--- src/rtl/eprisc_bus_arbiter.sv ---
// Two-master round-robin arbiter and byte sequencer for the epRISC system I/O bus.
// Each master port qualifies its request and owns its ack pulse; the top arbitrates and shifts bytes.

module eprisc_bus_port (
    input  logic       clk,
    input  logic       rst_n,
    input  logic       req,
    input  logic [1:0] sel,
    input  logic       strobe,
    input  logic       own,
    input  logic       done,
    output logic       valid,
    output logic       send,
    output logic       ack
);
    // Device code 0 means "no target", so such a request can never win.
    assign valid = req && (sel != 2'd0);
    assign send  = own && strobe;

    always_ff @(posedge clk or negedge rst_n) begin
        if (!rst_n) ack <= 1'b0;
        else        ack <= own && done;
    end
endmodule

module eprisc_bus_arbiter #(
    parameter int CLKDIV   = 2,
    parameter int MAXBURST = 16
) (
    input  logic       iBoardClock,
    input  logic       iBoardReset,
    input  logic       iReqA,
    input  logic       iReqB,
    input  logic [1:0] iSelA,
    input  logic [1:0] iSelB,
    input  logic [7:0] iDataA,
    input  logic [7:0] iDataB,
    input  logic       iStrobeA,
    input  logic       iStrobeB,
    output logic       oGrantA,
    output logic       oGrantB,
    output logic       oAckA,
    output logic       oAckB,
    output logic [7:0] oRxData,
    output logic       oBusIrq,
    output logic       oBusClock,
    output logic [1:0] oBusSelect,
    output logic [7:0] oBusMOSI,
    input  logic [7:0] iBusMISO,
    input  logic       iBusInterrupt
);
    localparam int         NUM_PORTS = 2;
    localparam logic [3:0] DIV_LAST  = 4'(CLKDIV - 1);
    localparam logic [7:0] BURST_CAP = 8'(MAXBURST);

    typedef struct packed {
        logic       req;
        logic [1:0] sel;
        logic       strobe;
        logic [7:0] data;
    } bus_req_t;

    typedef enum logic [2:0] {IDLE, OWN, SETUP, HIGH, TURN} state_t;

    bus_req_t [NUM_PORTS-1:0] rq;
    logic     [NUM_PORTS-1:0] valid, send, own, ack;

    state_t     state, state_next;
    logic       owner, peer, last_grant, pick;
    logic       busy, div_done, byte_done;
    logic [1:0] sel_q;
    logic [3:0] div_cnt;
    logic [7:0] burst_cnt, mosi_q, rx_q;
    logic [1:0] irq_sync;

    assign rq[0] = '{req: iReqA, sel: iSelA, strobe: iStrobeA, data: iDataA};
    assign rq[1] = '{req: iReqB, sel: iSelB, strobe: iStrobeB, data: iDataB};

    assign busy      = (state == OWN) || (state == SETUP) || (state == HIGH);
    assign peer      = ~owner;
    assign div_done  = (div_cnt == DIV_LAST);
    assign byte_done = (state == HIGH) && div_done;

    for (genvar i = 0; i < NUM_PORTS; i++) begin : g_port
        assign own[i] = busy && (owner == 1'(i));
        eprisc_bus_port u_port (
            .clk    (iBoardClock),
            .rst_n  (iBoardReset),
            .req    (rq[i].req),
            .sel    (rq[i].sel),
            .strobe (rq[i].strobe),
            .own    (own[i]),
            .done   (byte_done),
            .valid  (valid[i]),
            .send   (send[i]),
            .ack    (ack[i])
        );
    end

    // Contention goes to whoever was not granted last; last_grant resets to B so A wins first.
    always_comb begin
        pick = 1'b0;
        if (valid[0] && valid[1]) pick = ~last_grant;
        else if (valid[1])        pick = 1'b1;
    end

    always_ff @(posedge iBoardClock or negedge iBoardReset) begin
        if (!iBoardReset) state <= IDLE;
        else              state <= state_next;
    end

    always_comb begin
        state_next = state;
        case (state)
            IDLE:  if (|valid) state_next = OWN;
            OWN: begin
                if (!rq[owner].req)                                 state_next = TURN;
                else if ((burst_cnt == BURST_CAP) && valid[peer])   state_next = TURN;
                else if (|send)                                     state_next = SETUP;
            end
            SETUP: if (div_done) state_next = HIGH;
            HIGH:  if (div_done) state_next = OWN;
            TURN:  state_next = IDLE;
            default: state_next = IDLE;
        endcase
    end

    always_comb begin
        oBusSelect = 2'd0;
        oBusClock  = 1'b0;
        if (busy) oBusSelect = sel_q;
        if (state == HIGH) oBusClock = 1'b1;
    end

    assign oGrantA  = own[0];
    assign oGrantB  = own[1];
    assign oAckA    = ack[0];
    assign oAckB    = ack[1];
    assign oBusMOSI = mosi_q;
    assign oRxData  = rx_q;
    assign oBusIrq  = irq_sync[1];

    always_ff @(posedge iBoardClock or negedge iBoardReset) begin
        if (!iBoardReset) begin
            owner      <= 1'b0;
            last_grant <= 1'b1;
            sel_q      <= 2'd0;
            div_cnt    <= 4'd0;
            burst_cnt  <= 8'd0;
            mosi_q     <= 8'd0;
            rx_q       <= 8'd0;
        end else begin
            case (state)
                IDLE: if (|valid) begin
                    owner      <= pick;
                    last_grant <= pick;
                    sel_q      <= rq[pick].sel;
                    burst_cnt  <= 8'd0;
                end
                OWN: begin
                    div_cnt <= 4'd0;
                    if (state_next == SETUP) mosi_q <= rq[owner].data;
                end
                SETUP: div_cnt <= div_done ? 4'd0 : div_cnt + 4'd1;
                HIGH: begin
                    div_cnt <= div_done ? 4'd0 : div_cnt + 4'd1;
                    if (div_done) begin
                        rx_q <= iBusMISO;
                        if (burst_cnt != BURST_CAP) burst_cnt <= burst_cnt + 8'd1;
                    end
                end
                default: ;
            endcase
        end
    end

    always_ff @(posedge iBoardClock or negedge iBoardReset) begin
        if (!iBoardReset) irq_sync <= 2'b00;
        else              irq_sync <= {irq_sync[0], iBusInterrupt};
    end
endmodule

--- config.mk ---
export PLATFORM = sky130hd
export DESIGN_NAME = eprisc_bus_arbiter
export DESIGN_NICKNAME = d
export VERILOG_FILES = /design/src/rtl/eprisc_bus_arbiter.sv
export SDC_FILE = /design/constraint.sdc
export NUM_CORES = 1
export LEC_CHECK = 0
export CAP_MARGIN = 20
export CORE_MARGIN = 5
export CORE_UTILIZATION = 38
export DETAILED_ROUTE_END_ITERATION = 10
export PLACE_DENSITY = 0.72
export SLEW_MARGIN = 20
export SYNTH_ARGS = -nofsm -noshare
export SYNTH_HDL_FRONTEND = slang
export SYNTH_SLANG_ARGS = --single-unit
--- constraint.sdc ---
create_clock -name iBoardClock -period 1.9 [get_ports iBoardClock]
set_input_delay 0.285 -clock iBoardClock [delete_from_list [all_inputs] [get_ports iBoardClock]]
set_output_delay 0.285 -clock iBoardClock [all_outputs]
set_load 0.05 [all_outputs]
Word level (Yosys, flattened, before mapping):

Index checks and enable logic that the tools add are counted.

* register bits after elaboration: 39
* input bits: 35
* word-level logic and storage cells: 76

* $add $sub $neg: 2
* $lt $le $gt $ge: 3
* eq/ne operators: 10
* multiplexer cells: 23
* bitwise logic cells: 2
* reduce and logical (&&, ||, !) cells: 25

Operator list (count)
* $mux W12: 2
* $mux W8: 3
* $mux W11: 2
* $mux W3: 6
* $pmux W8 S2: 1
* $pmux W3 S4: 1
* $logic_and A1 B1 Y1: 11
* $eq A3 B2 Y1 const B: 3
* $add A8 B1 Y8 const B: 1
* $eq A8 B5 Y1 const B: 1
* $ne A8 B5 Y1 const B: 1
* $pmux W4 S2: 1
* $reduce_bool A2 Y1: 4
* $lt A1 B2 Y1 const B: 3
* $reduce_and A2 Y1: 3
* $reduce_or A2 Y1: 3
* $mux W1: 5
* $add A4 B1 Y4 const B: 1
* $eq A4 B1 Y1 const B: 1
* $mux W4: 1
* $ne A2 B2 Y1 const B: 2
* $reduce_and A4 Y1: 1
* $eq A3 B1 Y1 const B: 1
* $logic_not A3 Y1: 1
* 4 further kinds: 6

Logic depth before layout (Yosys ltp):

* depth after elaboration: 12
* gate-level depth with buffers: 8
* depth with buffers taken out: 6

Cells and area by module:

Synthesis repeated with hierarchy kept, for this count alone.

* cells, all modules: 164
* area, all modules: 1876.8 um^2

By module, submodules not included
* eprisc_bus_arbiter: instances 1, cells each 156, area each 1786.7 um^2
* eprisc_bus_port: instances 2, cells each 4, area each 45.0 um^2

Worst setup path after synthesis:

Ideal clock, no wire load.

* path type: flip-flop to flip-flop
* from: reg div_cnt[1]
* to: reg burst_cnt[4]
* setup time: 0.083 ns
* data arrival time: 1.983 ns
* data required time: 1.817 ns
* path slack: -0.166 ns
* cell stages (with the launch flop): 8
* buffers on the path: 1
* path through: dfrtp_1 inv_1 ha_1 or3b_1 clkbuf_2 a2111o_1 or4_1 o21ai_0

* cells in the longest elaborated chain, start to end: 3

RTL lines
* from (decl): line 72 `logic [3:0] div_cnt;`
* from (signal assigned): line 164 `SETUP: div_cnt <= div_done ? 4'd0 : div_cnt + 4'd1;`
* from (signal assigned): line 166 `div_cnt <= div_done ? 4'd0 : div_cnt + 4'd1;`
* $eq A4 B1 Y1: line 81 `assign div_done = (div_cnt == DIV_LAST);`
* $ne A2 B2 Y1 (no line)
* $reduce_and A4 Y1 (no line)
* to (signal assigned): line 169 `if (burst_cnt != BURST_CAP) burst_cnt <= burst_cnt + 8'd1;`
* to (decl): line 73 `logic [7:0] burst_cnt, mosi_q, rx_q;`

No other way between the ends.
A chain may end at the register's enable or synchronous reset.

Worst setup path in the final report:

Ends and elaborated chain as after synthesis.

==> run metrics <==
share of the synthesized area in the top cell type=0.4935; Min-Delay Path Depth=0; R2R Setup Slk=between 0.02 and 0.03 ns; dominant synthesized flop cell=dfrtp_1; worst path required time=between 2 and 2.5 ns; crit path launch type=flop; status=finished, final reports clean; fraction of registers with async set/reset=1.000; DR iter-0 viols=slightly below 80; Hold Vio Cnt, Final=0; TritonCTS clock tree=yes; clk_skew=between 0.006 and 0.007 ns; Crit. Startpoint=div_cnt[1]; Reg clk slew, reported paths=0.07 ns; Worst Setup EP=burst_cnt[4]; Congestion Overflow GR=0; Tot GR Track Use=0.1394; first-pass GRT wire length=about 7 mm; routed vias/inst=between 4 and 5; layout cells sized above 1=0.3000; cells after synthesis=~170; Crit Path Category=flop to flop; worst-path cell chain=inv_2, ha_4, or3b_4, a2111o_1, or4_1, o21ai_1; Area contributors post-synth=dfrtp_1, mux2_2, nor2_1; worst slew pin tran=0.5566 ns; maxcap violations=0; DRT Pass-1 Iters=4; Detailed Route WL=between 4 and 5 mm; #FFs+latches synth=39; RSZ-0062 raised after global routing=yes; Setup-failing EPs final=0; Pleak=1.257 nW; # rows=26; core area=approximately 0.005 mm^2; post-synthesis sequential area ratio=0.5071; GPL Wtd Cong=0.8212; dpl cells=310; # DRC=0; slowest CP cell=or3b_4; CTS Buffer Depth=2; largest net degree at the start of global routing=26; diode count=0; worst reg2reg path startpoint=div_cnt[1]; Synth area leader=dfrtp_1; initial core utilization=0.3846; chip height=81.21 um; CTS Sinks=39; pre-CTS setup slack=-0.01903 ns; max incr delay on CP=approximately 0.4 ns; largest fanout on the critical path=4; I/O pin cnt=between 50 and 60; r2r endpoint=burst_cnt[4]; fin crit share=0.9849; final setup margin=0.02875 ns; max-slew violations=0; initial antenna violation count=0; Post-synth EDFFs=0; R2R depth=6; min Tclk post-route=around 1.9 ns; Yosys Warn Count=0; port buffer count=58; H-Tree Depth=2; post-route ant nets=0; root buffer cell=clkbuf_8; final core occ=0.5869; Post-Layout Cell Count=320; final-stage net count=between 200 and 300; Max Clock Freq=roughly 530 MHz; Critical Path Sink Type=flop; Die Span X=slightly above 80 um; later-pin clock latency in the skew report=about 0.29 ns; syn_nets=208; synth unique cells=between 40 and 50; syn_area_per_cell=between 10 and 15 um^2; Die Footprint=0.006595 mm^2; Power Density=around 1600 mW/mm^2; maximum VDD drop=approximately 1.2 mV; vias in the first global route=around 1,500; Layout area overhead=52.60%; cell area after synthesis=around 0.0019 mm^2; worst min-delay path class=flop to flop; Vias=between 1,500 and 2,000; HPWL Detailed=3.271 mm; Rel. slew slack=0.6290; per-cell routed wire length=~13 um; WP data arrival=between 2 and 2.5 ns; CTS Buf Count=5
flip-flops by register name, indices dropped and copies added, names as in the netlist:
name / cells
owner: 1
oRxData: 8
div_cnt: 4
last_grant: 1
irq_sync: 2
sel_q: 2
oBusMOSI: 8
burst_cnt: 8
g_port.u_port.ack: 2
state: 3
worst min-delay path by stage:
stage | start | slack (ns) | end
global placement | iBoardReset | 0.31 | div_cnt[3]
floorplan | iBoardReset | -0.01 | burst_cnt[0]
finish | irq_sync[0] | 0.35 | irq_sync[1]
detailed placement | iBoardReset | 0.30 | div_cnt[3]
CTS | irq_sync[0] | 0.36 | irq_sync[1]
global route | irq_sync[0] | 0.36 | irq_sync[1]
through the flow:
| stage | power (W) | instance area [um^2] | setup TNS (ns) | hold slack (ns) |
|---|---|---|---|---|
| final | 0.004763 | 2940 | 0 | 0.3539 |
| after global placement | 0.003984 | 2759 | 0 | 0.3052 |
| after CTS | 0.004757 | 2894 | 0 | 0.3572 |
| after floorplan | 0.002982 | 1936 | -0.01689 | -0.01059 |
| after global routing | 0.005056 | 2940 | -0.05969 | 0.3589 |
| after detailed placement | 0.004026 | 2759 | -0.1306 | 0.3031 |
cells in the mapped netlist (all sizes together) (2+ instances only):
| master | instances |
|---|---|
| mux2 | 24 |
| nand3b | 3 |
| dfrtp | 38 |
| mux2i | 3 |
| xnor2 | 3 |
| nor3b | 4 |
| nor4 | 2 |
| nor4b | 2 |
| buf | 2 |
| clkbuf | 4 |
| a21oi | 3 |
| inv | 7 |
| xor2 | 2 |
| nand2 | 8 |
| ha | 4 |
| nor2 | 14 |
| o2111ai | 2 |
| nor3 | 3 |
| o22ai | 2 |
| and3 | 2 |
| nand4 | 2 |
| o21a | 3 |
| a21o | 3 |
| and2 | 2 |
| o21ai | 11 |
critical path: cells and delay by family, from the launching register on:
family                     cells  cell delay [ns]
DFF                            1             0.39
buffers and inverters          1             0.08
AOI/OAI and AO/OA              2             0.41
and+or+nand+nor                2             0.80
adders and majority gates      1             0.13
area by class of cell:
type / count / area, um^2
Tap cell: 70 / 87.58
Clock buffer: 6 / 82.58
Timing Repair Buffer: 80 / 805.8
Fill cell: 446 / 2069
Sequential cell: 39 / 979.7
Inverter: 7 / 26.28
Multi-Input combinational cell: 116 / 923.4
Clock inverter: 2 / 35.03
layout by cell type, fill, tap and decap left out, drive strengths merged, types with 2 or more instances in the layout:
master	count
o2111ai	2
mux2i	3
inv	7
a21oi	3
xor2	2
nor3b	4
clkdlybuf4s50	52
nand2	8
and3	2
a21o	3
ha	4
nand3b	3
dfrtp	38
xnor2	3
buf	27
nor4	2
o22ai	2
nand4	2
and2	2
o21a	3
nor2	14
o21ai	11
nor3	3
clkbuf	6
nor4b	2
mux2	24
power breakdown:
| group | switching (W) | leakage [nW] | internal (W) |
|---|---|---|---|
| sequential | 0.000189 | 0.487 | 0.00112 |
| clock | 0.000281 | 0.0612 | 0.000425 |
| combinational | 0.00155 | 0.709 | 0.00120 |
| total | 0.00202 | 1.26 | 0.00274 |
cells by family (layout without fill, tap and decap cells):
kind of cell | count (synthesis) | count (layout) | synth area share
simple gates | 51 | 51 | 0.1526
mux | 27 | 27 | 0.1558
compound gates | 29 | 29 | 0.09935
xor+xnor | 5 | 5 | 0.02273
fa+ha+maj | 4 | 4 | 0.02598
flops | 39 | 39 | 0.5071
buf+inv | 14 | 95 | 0.03637
metal layers:
| metal | up-vias | global-route usage | part of all wire |
|---|---|---|---|
| li1 | 763 | - | - |
| met5 | - | 0 | 0 |
| met3 | 7 | 0.04102 | 0.050 |
| met2 | 33 | 0.2266 | 0.51 |
| met4 | 0 | 0.05574 | 0.012 |
| met1 | 775 | 0.1734 | 0.42 |
what timing repair did:
item / in CTS / in global routing
resized for setup: 2 / 10
buffers inserted: 0 / 1
hold buffers: 1 / 0
pin swaps: 0 / 1
endpoints found under the setup margin: 9 / 14
gates cloned: 0 / 0
hold endpoints to repair: 22 / 0
No activity file was read; power rests on OpenSTA's default activity.
